--- config.mk ---
export PLATFORM = sky130hd
export DESIGN_NAME = cond_unit_flat
export DESIGN_NICKNAME = d
export VERILOG_FILES = /design/src/rtl/cond_unit_if.sv /design/src/rtl/cond_unit.sv /design/src/flat_wrapper.sv
export SDC_FILE = /design/constraint.sdc
export NUM_CORES = 1
export LEC_CHECK = 0
export CAP_MARGIN = 0
export CELL_PAD_IN_SITES_DETAIL_PLACEMENT = 0
export CELL_PAD_IN_SITES_GLOBAL_PLACEMENT = 1
export CORE_ASPECT_RATIO = 2
export CORE_MARGIN = 2
export CORE_UTILIZATION = 35
export DETAILED_ROUTE_END_ITERATION = 12
export PLACE_DENSITY = 0.78
export SYNTH_ARGS = -nofsm -noshare
export SYNTH_HDL_FRONTEND = slang
export SYNTH_SLANG_ARGS = --single-unit
--- constraint.sdc ---
create_clock -name clk -period 3.9 [get_ports clk]
set_clock_uncertainty 0.2 [all_clocks]
set_input_delay 0.78 -clock clk [delete_from_list [all_inputs] [get_ports clk]]
set_output_delay 0.78 -clock clk [all_outputs]
set_load 0.01 [all_outputs]
--- src/rtl/cond_unit_if.sv ---
// Flags/branch interface between the pipeline (master) and the condition unit (slave).
// Carries the ALU flags, the branch request and the registered branch decision.
interface cond_unit_if #(
  parameter int CNTW = 16
);
  logic [3:0]      flags_in;
  logic            setflags;
  logic            zero_in;
  logic            br_req;
  logic [1:0]      br_kind;
  logic [3:0]      cond;
  logic            stall;
  logic            flush;
  logic [3:0]      flags_out;
  logic            br_valid;
  logic            br_taken;
  logic [CNTW-1:0] taken_cnt;

  modport master (
    output flags_in, setflags, zero_in, br_req, br_kind, cond, stall, flush,
    input  flags_out, br_valid, br_taken, taken_cnt
  );

  modport slave (
    input  flags_in, setflags, zero_in, br_req, br_kind, cond, stall, flush,
    output flags_out, br_valid, br_taken, taken_cnt
  );
endinterface

--- src/rtl/cond_unit.sv ---
// LEGv8 condition unit: owns the NZVC register, resolves B.cond/CBZ/CBNZ/B with
// same-cycle flag forwarding, registers the decision and counts taken branches.
module cond_unit #(
  parameter int         CNTW    = 16,
  parameter logic [3:0] FLAGRST = 4'b0100
) (
  input logic        clk,
  input logic        rstn,
  cond_unit_if.slave bus
);

  typedef enum logic [1:0] {
    KIND_BCOND = 2'b00,
    KIND_CBZ   = 2'b01,
    KIND_CBNZ  = 2'b10,
    KIND_B     = 2'b11
  } br_kind_e;

  localparam logic [CNTW-1:0] CNT_MAX = '1;

  logic [3:0]      nzvc_q, nzvc_d;
  logic            valid_q, valid_d;
  logic            taken_q, taken_d;
  logic [CNTW-1:0] cnt_q, cnt_d;

  logic [3:0] eff;
  logic       f_n, f_z, f_v, f_c;
  logic       cond_pass;
  logic       branch_taken;

  // A flag-setting op in the same cycle as a B.cond must be seen by that B.cond.
  assign eff = bus.setflags ? bus.flags_in : nzvc_q;
  assign {f_n, f_z, f_v, f_c} = eff;

  // NOTE: every signal written in always_comb gets a default first, so no path can infer a latch.
  always_comb begin
    cond_pass = 1'b1;
    unique case (bus.cond)
      4'h0: cond_pass = f_z;
      4'h1: cond_pass = !f_z;
      4'h2: cond_pass = f_c;
      4'h3: cond_pass = !f_c;
      4'h4: cond_pass = f_n;
      4'h5: cond_pass = !f_n;
      4'h6: cond_pass = f_v;
      4'h7: cond_pass = !f_v;
      4'h8: cond_pass = f_c && !f_z;
      4'h9: cond_pass = !f_c || f_z;
      4'hA: cond_pass = (f_n == f_v);
      4'hB: cond_pass = (f_n != f_v);
      4'hC: cond_pass = !f_z && (f_n == f_v);
      4'hD: cond_pass = f_z || (f_n != f_v);
      4'hE: cond_pass = 1'b1;
      4'hF: cond_pass = 1'b1;
    endcase
  end

  always_comb begin
    branch_taken = 1'b1;
    unique case (br_kind_e'(bus.br_kind))
      KIND_BCOND: branch_taken = cond_pass;
      KIND_CBZ:   branch_taken = bus.zero_in;
      KIND_CBNZ:  branch_taken = !bus.zero_in;
      KIND_B:     branch_taken = 1'b1;
    endcase
  end

  // Flush beats stall for the decision; the flag write is gated by stall alone.
  always_comb begin
    nzvc_d  = nzvc_q;
    valid_d = valid_q;
    taken_d = taken_q;
    cnt_d   = cnt_q;

    if (bus.setflags && !bus.stall) begin
      nzvc_d = bus.flags_in;
    end

    if (bus.flush) begin
      valid_d = 1'b0;
      taken_d = 1'b0;
    end else if (!bus.stall) begin
      valid_d = bus.br_req;
      taken_d = bus.br_req && branch_taken;
      if (bus.br_req && branch_taken && (cnt_q != CNT_MAX)) begin
        cnt_d = cnt_q + 1'b1;
      end
    end
  end

  // NOTE: sequential state uses non-blocking assignments so every register samples pre-edge values.
  always_ff @(posedge clk or negedge rstn) begin
    if (!rstn) begin
      nzvc_q  <= FLAGRST;
      valid_q <= 1'b0;
      taken_q <= 1'b0;
      cnt_q   <= '0;
    end else begin
      nzvc_q  <= nzvc_d;
      valid_q <= valid_d;
      taken_q <= taken_d;
      cnt_q   <= cnt_d;
    end
  end

  assign bus.flags_out = nzvc_q;
  assign bus.br_valid  = valid_q;
  assign bus.br_taken  = taken_q;
  assign bus.taken_cnt = cnt_q;

endmodule

--- src/flat_wrapper.sv ---
// flat-port wrapper written by rule: the top's interface ports become plain ports
module cond_unit_flat 
#(
  parameter int         CNTW    = 16,
  parameter logic [3:0] FLAGRST = 4'b0100
)
  (clk, rstn, bus_flags_in, bus_setflags, bus_zero_in, bus_br_req, bus_br_kind, bus_cond, bus_stall, bus_flush, bus_flags_out, bus_br_valid, bus_br_taken, bus_taken_cnt);
  cond_unit_if #(.CNTW(CNTW)) bus_i ();
  input logic clk;
  input logic rstn;
  input wire logic [$bits(bus_i.flags_in)-1:0] bus_flags_in;
  input wire logic [$bits(bus_i.setflags)-1:0] bus_setflags;
  input wire logic [$bits(bus_i.zero_in)-1:0] bus_zero_in;
  input wire logic [$bits(bus_i.br_req)-1:0] bus_br_req;
  input wire logic [$bits(bus_i.br_kind)-1:0] bus_br_kind;
  input wire logic [$bits(bus_i.cond)-1:0] bus_cond;
  input wire logic [$bits(bus_i.stall)-1:0] bus_stall;
  input wire logic [$bits(bus_i.flush)-1:0] bus_flush;
  output wire logic [$bits(bus_i.flags_out)-1:0] bus_flags_out;
  output wire logic [$bits(bus_i.br_valid)-1:0] bus_br_valid;
  output wire logic [$bits(bus_i.br_taken)-1:0] bus_br_taken;
  output wire logic [$bits(bus_i.taken_cnt)-1:0] bus_taken_cnt;
  assign bus_i.flags_in = bus_flags_in;
  assign bus_i.setflags = bus_setflags;
  assign bus_i.zero_in = bus_zero_in;
  assign bus_i.br_req = bus_br_req;
  assign bus_i.br_kind = bus_br_kind;
  assign bus_i.cond = bus_cond;
  assign bus_i.stall = bus_stall;
  assign bus_i.flush = bus_flush;
  assign bus_flags_out = bus_i.flags_out;
  assign bus_br_valid = bus_i.br_valid;
  assign bus_br_taken = bus_i.br_taken;
  assign bus_taken_cnt = bus_i.taken_cnt;
  cond_unit #(.CNTW(CNTW), .FLAGRST(FLAGRST)) u_core (.clk(clk), .rstn(rstn), .bus(bus_i));
endmodule
Yosys cells after proc, flatten, opt, wreduce, memory -nomap -nowiden:

Cells that the tools add are included.

* register bits after elaboration: 22
* output and inout bits: 22

* $add $sub $neg: 1
* equality and inequality tests: 22
* mux-type cells: 7
* bitwise operators: 2
* reductions and logical operators: 17

Operators with widths (number)
* $eq 4x4->1 const B: 8
* $add 16x1->16 const B: 1
* $eq 4x3->1 const B: 4
* $ne 16x16->1 const B: 1
* $pmux 1 s15: 1
* $eq 4x2->1 const B: 2
* $logic_not 1->1: 6
* $logic_and 1x1->1: 5
* $eq 2x2->1 const B: 2
* $eq 4x1->1 const B: 1
* $logic_not 4->1: 1
* $mux 1: 4
* $mux 4: 1
* $pmux 1 s4: 1
* $reduce_and 3->1: 1
* $eq 2x1->1 const B: 1
* $logic_not 2->1: 1
* $logic_or 1x1->1: 2
* $ne 2x1->1 const B: 1
* $not 1->1: 2
* $reduce_or 2->1: 1
* $eq 1x1->1: 1
* $ne 1x1->1: 1

Longest topological paths before layout:

* word-level depth: 8
* gate-level depth with buffers: 10
* mapped depth without buffers: 7

Worst setup path after synthesis:

No wires, ideal clock.

* path kind: in2reg
* start point: input bus_setflags
* end point: register u_core.cnt_q[1] (netlist: u_core.bus.taken_cnt[1])
* setup time: 0.128 ns
* arrival time: 2.683 ns
* data required time: 3.572 ns
* path slack: 0.890 ns
* cell stages on the path: 8
* path buffers: 2
* cells stage by stage: buf_4 -> mux2_4 -> a2111oi_4 -> a211oi_1 -> or4_4 -> buf_6 -> nand3_2 -> mux2_1

* longest elaborated chain between the ends: 8
* elaborated cells on any way between the ends: 16
* those cells by class: 2 x eq/ne; 3 x mux; 11 x reduce/logical

RTL lines
* start: declaration: RTL line flat_wrapper.sv:12 `input wire logic [$bits(bus_i.setflags)-1:0] bus_setflags;`
* $mux 4 (*): RTL line cond_unit.sv:32 `assign eff = bus.setflags ? bus.flags_in : nzvc_q;`
* $ne 1x1->1, or another cell as far along: RTL line cond_unit.sv:50, cond_unit.sv:52
* $logic_or 1x1->1, or another cell as far along: RTL line cond_unit.sv:52 `4'hD: cond_pass = f_z || (f_n != f_v);`
* $pmux 1 s15 (*): RTL line cond_unit.sv:38 `unique case (bus.cond)`
* $pmux 1 s4 (*): RTL line cond_unit.sv:60 `unique case (br_kind_e'(bus.br_kind))`
* $logic_and 1x1->1 (*) (2 in a row): RTL line cond_unit.sv:85 `if (bus.br_req && branch_taken && (cnt_q != CNT_MAX)) begin`
* $reduce_and 3->1 (no source line) (*)
* end signal: assignment: RTL line cond_unit.sv:102 `cnt_q <= cnt_d;`
* end: declaration: RTL line cond_unit.sv:24 `logic [CNTW-1:0] cnt_q, cnt_d;`

Mark *: on every way between the ends. The rest lies on a longest branch, timed or not.
A chain may end at the register's enable or synchronous reset.

Worst setup path in the final report:

* start point: input bus_setflags
* end point: register u_core.cnt_q[2] (netlist: u_core.bus.taken_cnt[2])

The elaborated chain is that of the path after synthesis.

==> impl_metrics.py <==
metrics = {
    "yosys": {
        "yosys_most_used_dff": "dfrtp_1",
        "seq_area_frac_synth_pct": 38.3,
        "yosysWarnings": 0,
        "async_flop_share_pct": 100,
        "synth_area_leaders": "dfrtp_1, xnor2_1, nand4_2",
        "yosys.cell_count.top_type": "dfrtp_1",
        "synth-seq-cells": 22,
        "synth_top_area_cell": "dfrtp_1",
        "synth_edf_count": 0,
        "postSynthCellCount": 134,
        "synth_area_um2": 1440,
        "synth_nets": 152,
        "synth_cell_types": 39,
        "synthTopCellsByCount": "dfrtp_1, xnor2_1, nor2_1, and3_1",
        "yosysTopAreaCellShare_pct": 36.5,
        "syn_avg_cell_area_um2": 10.7,
    },
    "setup_path": {
        "critPathLaunch": "bus_setflags",
        "critPathRequiredTime_ns": 3.84,
        "critPathKind": "input port to flip-flop",
        "cp_data_arrival_time_ns": 3.28,
        "critPathMaxFanout": 15,
        "cp-end-kind": "flip-flop",
        "r2r_start": "u_core.bus.taken_cnt[4]",
        "startpoint_type": "input port",
    },
    "power": {
        "power.density_nw_per_um2": 331,
        "irDropWorstVdd_mv": 0.332,
        "p_leak_uw": 0.000761,
    },
    "layout": {
        "nets": 190,
        "num_antenna_cells": 0,
        "fill_cells": 405,
        "area_delta_synth_final_pct": 31.0,
        "drive_gt1_share_pct": 15.2,
    },
    "drt": {
        "drt-initial-drc-count": 28,
        "via_count": 1126,
        "vias_per_cell": 5.05,
        "totalWireLength_um": 2990,
        "drc_errors": 0,
        "ant_nets": 0,
        "routedWlPerCell_um": 13.4,
        "drt_first_pass_iters": 4,
    },
    "run_status": {
        "status": "complete, no violations",
    },
    "min_path": {
        "hold_start": "u_core.bus.taken_cnt[14]",
        "min-delay-path-class": "flip-flop to flip-flop",
    },
    "cts": {
        "ctsResizeCount": 0,
        "clk_latency_ns": 0.26,
        "max-clock-path-buffers": 2,
        "clkSinkCount": 22,
        "root_buffer": "clkbuf_8",
        "clkTransAtPathRegs_ns": 0.07,
        "cts_max_level": 1,
        "cts_made_buffers": 3,
        "ctsHoldBuffers": 0,
        "post-cts-setup-buffers": 0,
        "cts_tree": "done",
    },
    "global_route": {
        "grt_pass1_vias": 1182,
        "grt_max_degree": 23,
        "antenna_found_initial": 0,
        "grt_pass1_wl_um": 5320,
        "grt_overflow": 0,
        "grt.total_usage_pct": 14.1,
    },
    "place": {
        "gp_congestion": 0.843,
        "hpwl_um": 2290,
        "portBuffers": 38,
    },
    "die": {
        "io_pins": 39,
        "initial_utilization_pct": 36.0,
        "fp.dieArea_um2": 4670,
        "die_y_um": 94.7,
        "chipWidth_um": 49.4,
        "core-area_um2": 4010,
        "fp-row-count": 33,
    },
    "flow_run": {
        "cap_viol_max_count": 0,
    },
    "sta": {
        "rsz0062_at_grt": "false",
        "finalCritPeriodShare_pct": 85.5,
        "hold_viol": 0,
        "fin_setup_tns_ns": 0,
        "worst_pin_slew_ns": 0.957,
        "max_freq_ghz": 0.300,
        "maxSlewViolCount": 0,
        "slew-limit-headroom_pct": 36.0,
        "fin_hold_ws_ns": 0.289,
        "min_period_ns": 3.33,
        "setup_viol": 0,
    },
}
-- stage by stage --
step	instances	setup slack [ns]	power, uW	util [%]	instance area, um^2
floorplan	134	0.890	395	-	1440
global route	223	0.302	670	47.1	1890
global placement	219	0.365	487	46.0	1840
detailed placement	219	0.304	488	46.0	1840
finish	223	0.565	625	47.1	1890
CTS	223	0.564	634	47.1	1890
-- area by class of cell --
class	instances	area (um^2)	share of cell area [%]
Inverter	3	11.3	0.597
Multi-Input combinational cell	102	818	43.4
Timing Repair Buffer	40	395	21.0
Clock buffer	4	45.0	2.39
Tap cell	52	65.1	3.45
Sequential cell	22	552	29.2
-- flip-flops by register name, indices dropped and copies added (netlist names) --
register / count
u_core.bus.taken_cnt: 16
u_core.bus.flags_out: 4
u_core.bus.br_taken: 1
u_core.bus.br_valid: 1
-- where the power goes --
group          leakage, uW  switching [uW]  internal, uW  total, uW
Combinational     0.000448            86.2           109        196
Clock            0.0000228            69.4          72.7        142
Sequential        0.000290            31.1           256        287
Total             0.000761             187           438        625
-- metal layers --
| metal | vias to the layer above | part of all wire [%] | global-route usage, % | wire (um) |
|---|---|---|---|---|
| li1 | 570 | - | - | - |
| met1 | 517 | 47 | 18.6 | 1420 |
| met2 | 37 | 47 | 23.2 | 1390 |
| met3 | 2 | 5.7 | 2.85 | 170 |
| met4 | 0 | 0.37 | 3.81 | 11 |
| met5 | - | 0 | 0 | 0 |
-- cells by family (layout without fill, tap and decap cells) --
kind of cell | after synthesis | count (layout) | synth area share (%)
simple gates | 56 | 56 | 25.7
flops | 22 | 22 | 38.3
xor+xnor | 18 | 18 | 10.9
compound gates | 16 | 16 | 10.7
mux | 11 | 11 | 8.60
buf+inv | 10 | 47 | 4.86
fa+ha+maj | 1 | 1 | 0.869
-- path summary, 6_finish.rpt --
| check | end | slack [ns] | depth (start not counted) |
|---|---|---|---|
| setup reg to reg | u_core.bus.taken_cnt[1] | 1.25 | 7 |
| setup / recovery | u_core.bus.taken_cnt[2] | 0.57 | 9 |
| hold / removal | u_core.bus.taken_cnt[14] | 0.29 | 1 |
| hold reg to reg | u_core.bus.taken_cnt[14] | 0.29 | 1 |
| min in group asynchronous | u_core.bus.taken_cnt[13] | 0.85 | 1 |
| max in group asynchronous | u_core.bus.taken_cnt[2] | 2.07 | 1 |
-- cells in the final DEF, fill, tap and decap left out, types with 2 or more instances in the layout --
cell type        synthesis  layout
a21boi_0                 2       2
a21oi_1                  3       3
a41oi_1                  3       3
and3_1                   8       8
and4_1                   2       2
buf_4                    2       2
clkbuf_8                 0       3
clkdlybuf4s50_1          0      38
dfrtp_1                 21      21
inv_1                    3       3
mux2_1                   2       2
mux2_2                   5       5
mux2i_1                  3       3
nand2_1                  7       7
nand2b_1                 2       2
nand3_1                  3       3
nand3_2                  5       5
nand4_1                  7       7
nand4_2                  5       5
nor2_1                   9       9
nor2b_1                  4       4
o21ai_0                  2       2
xnor2_1                 16      16
xor2_1                   2       2
-- worst max-delay path, cell delays in order --
cell and delay, ns:
clkdlybuf4s50_1 0.66, mux2_2 0.43, a2111oi_0 0.45, a41oi_1 0.08, a41oi_1 0.19, or4_4 0.16, buf_4 0.22, nand4_1 0.14
xnor2_1 0.15
Power figures use the tool's default switching activity.
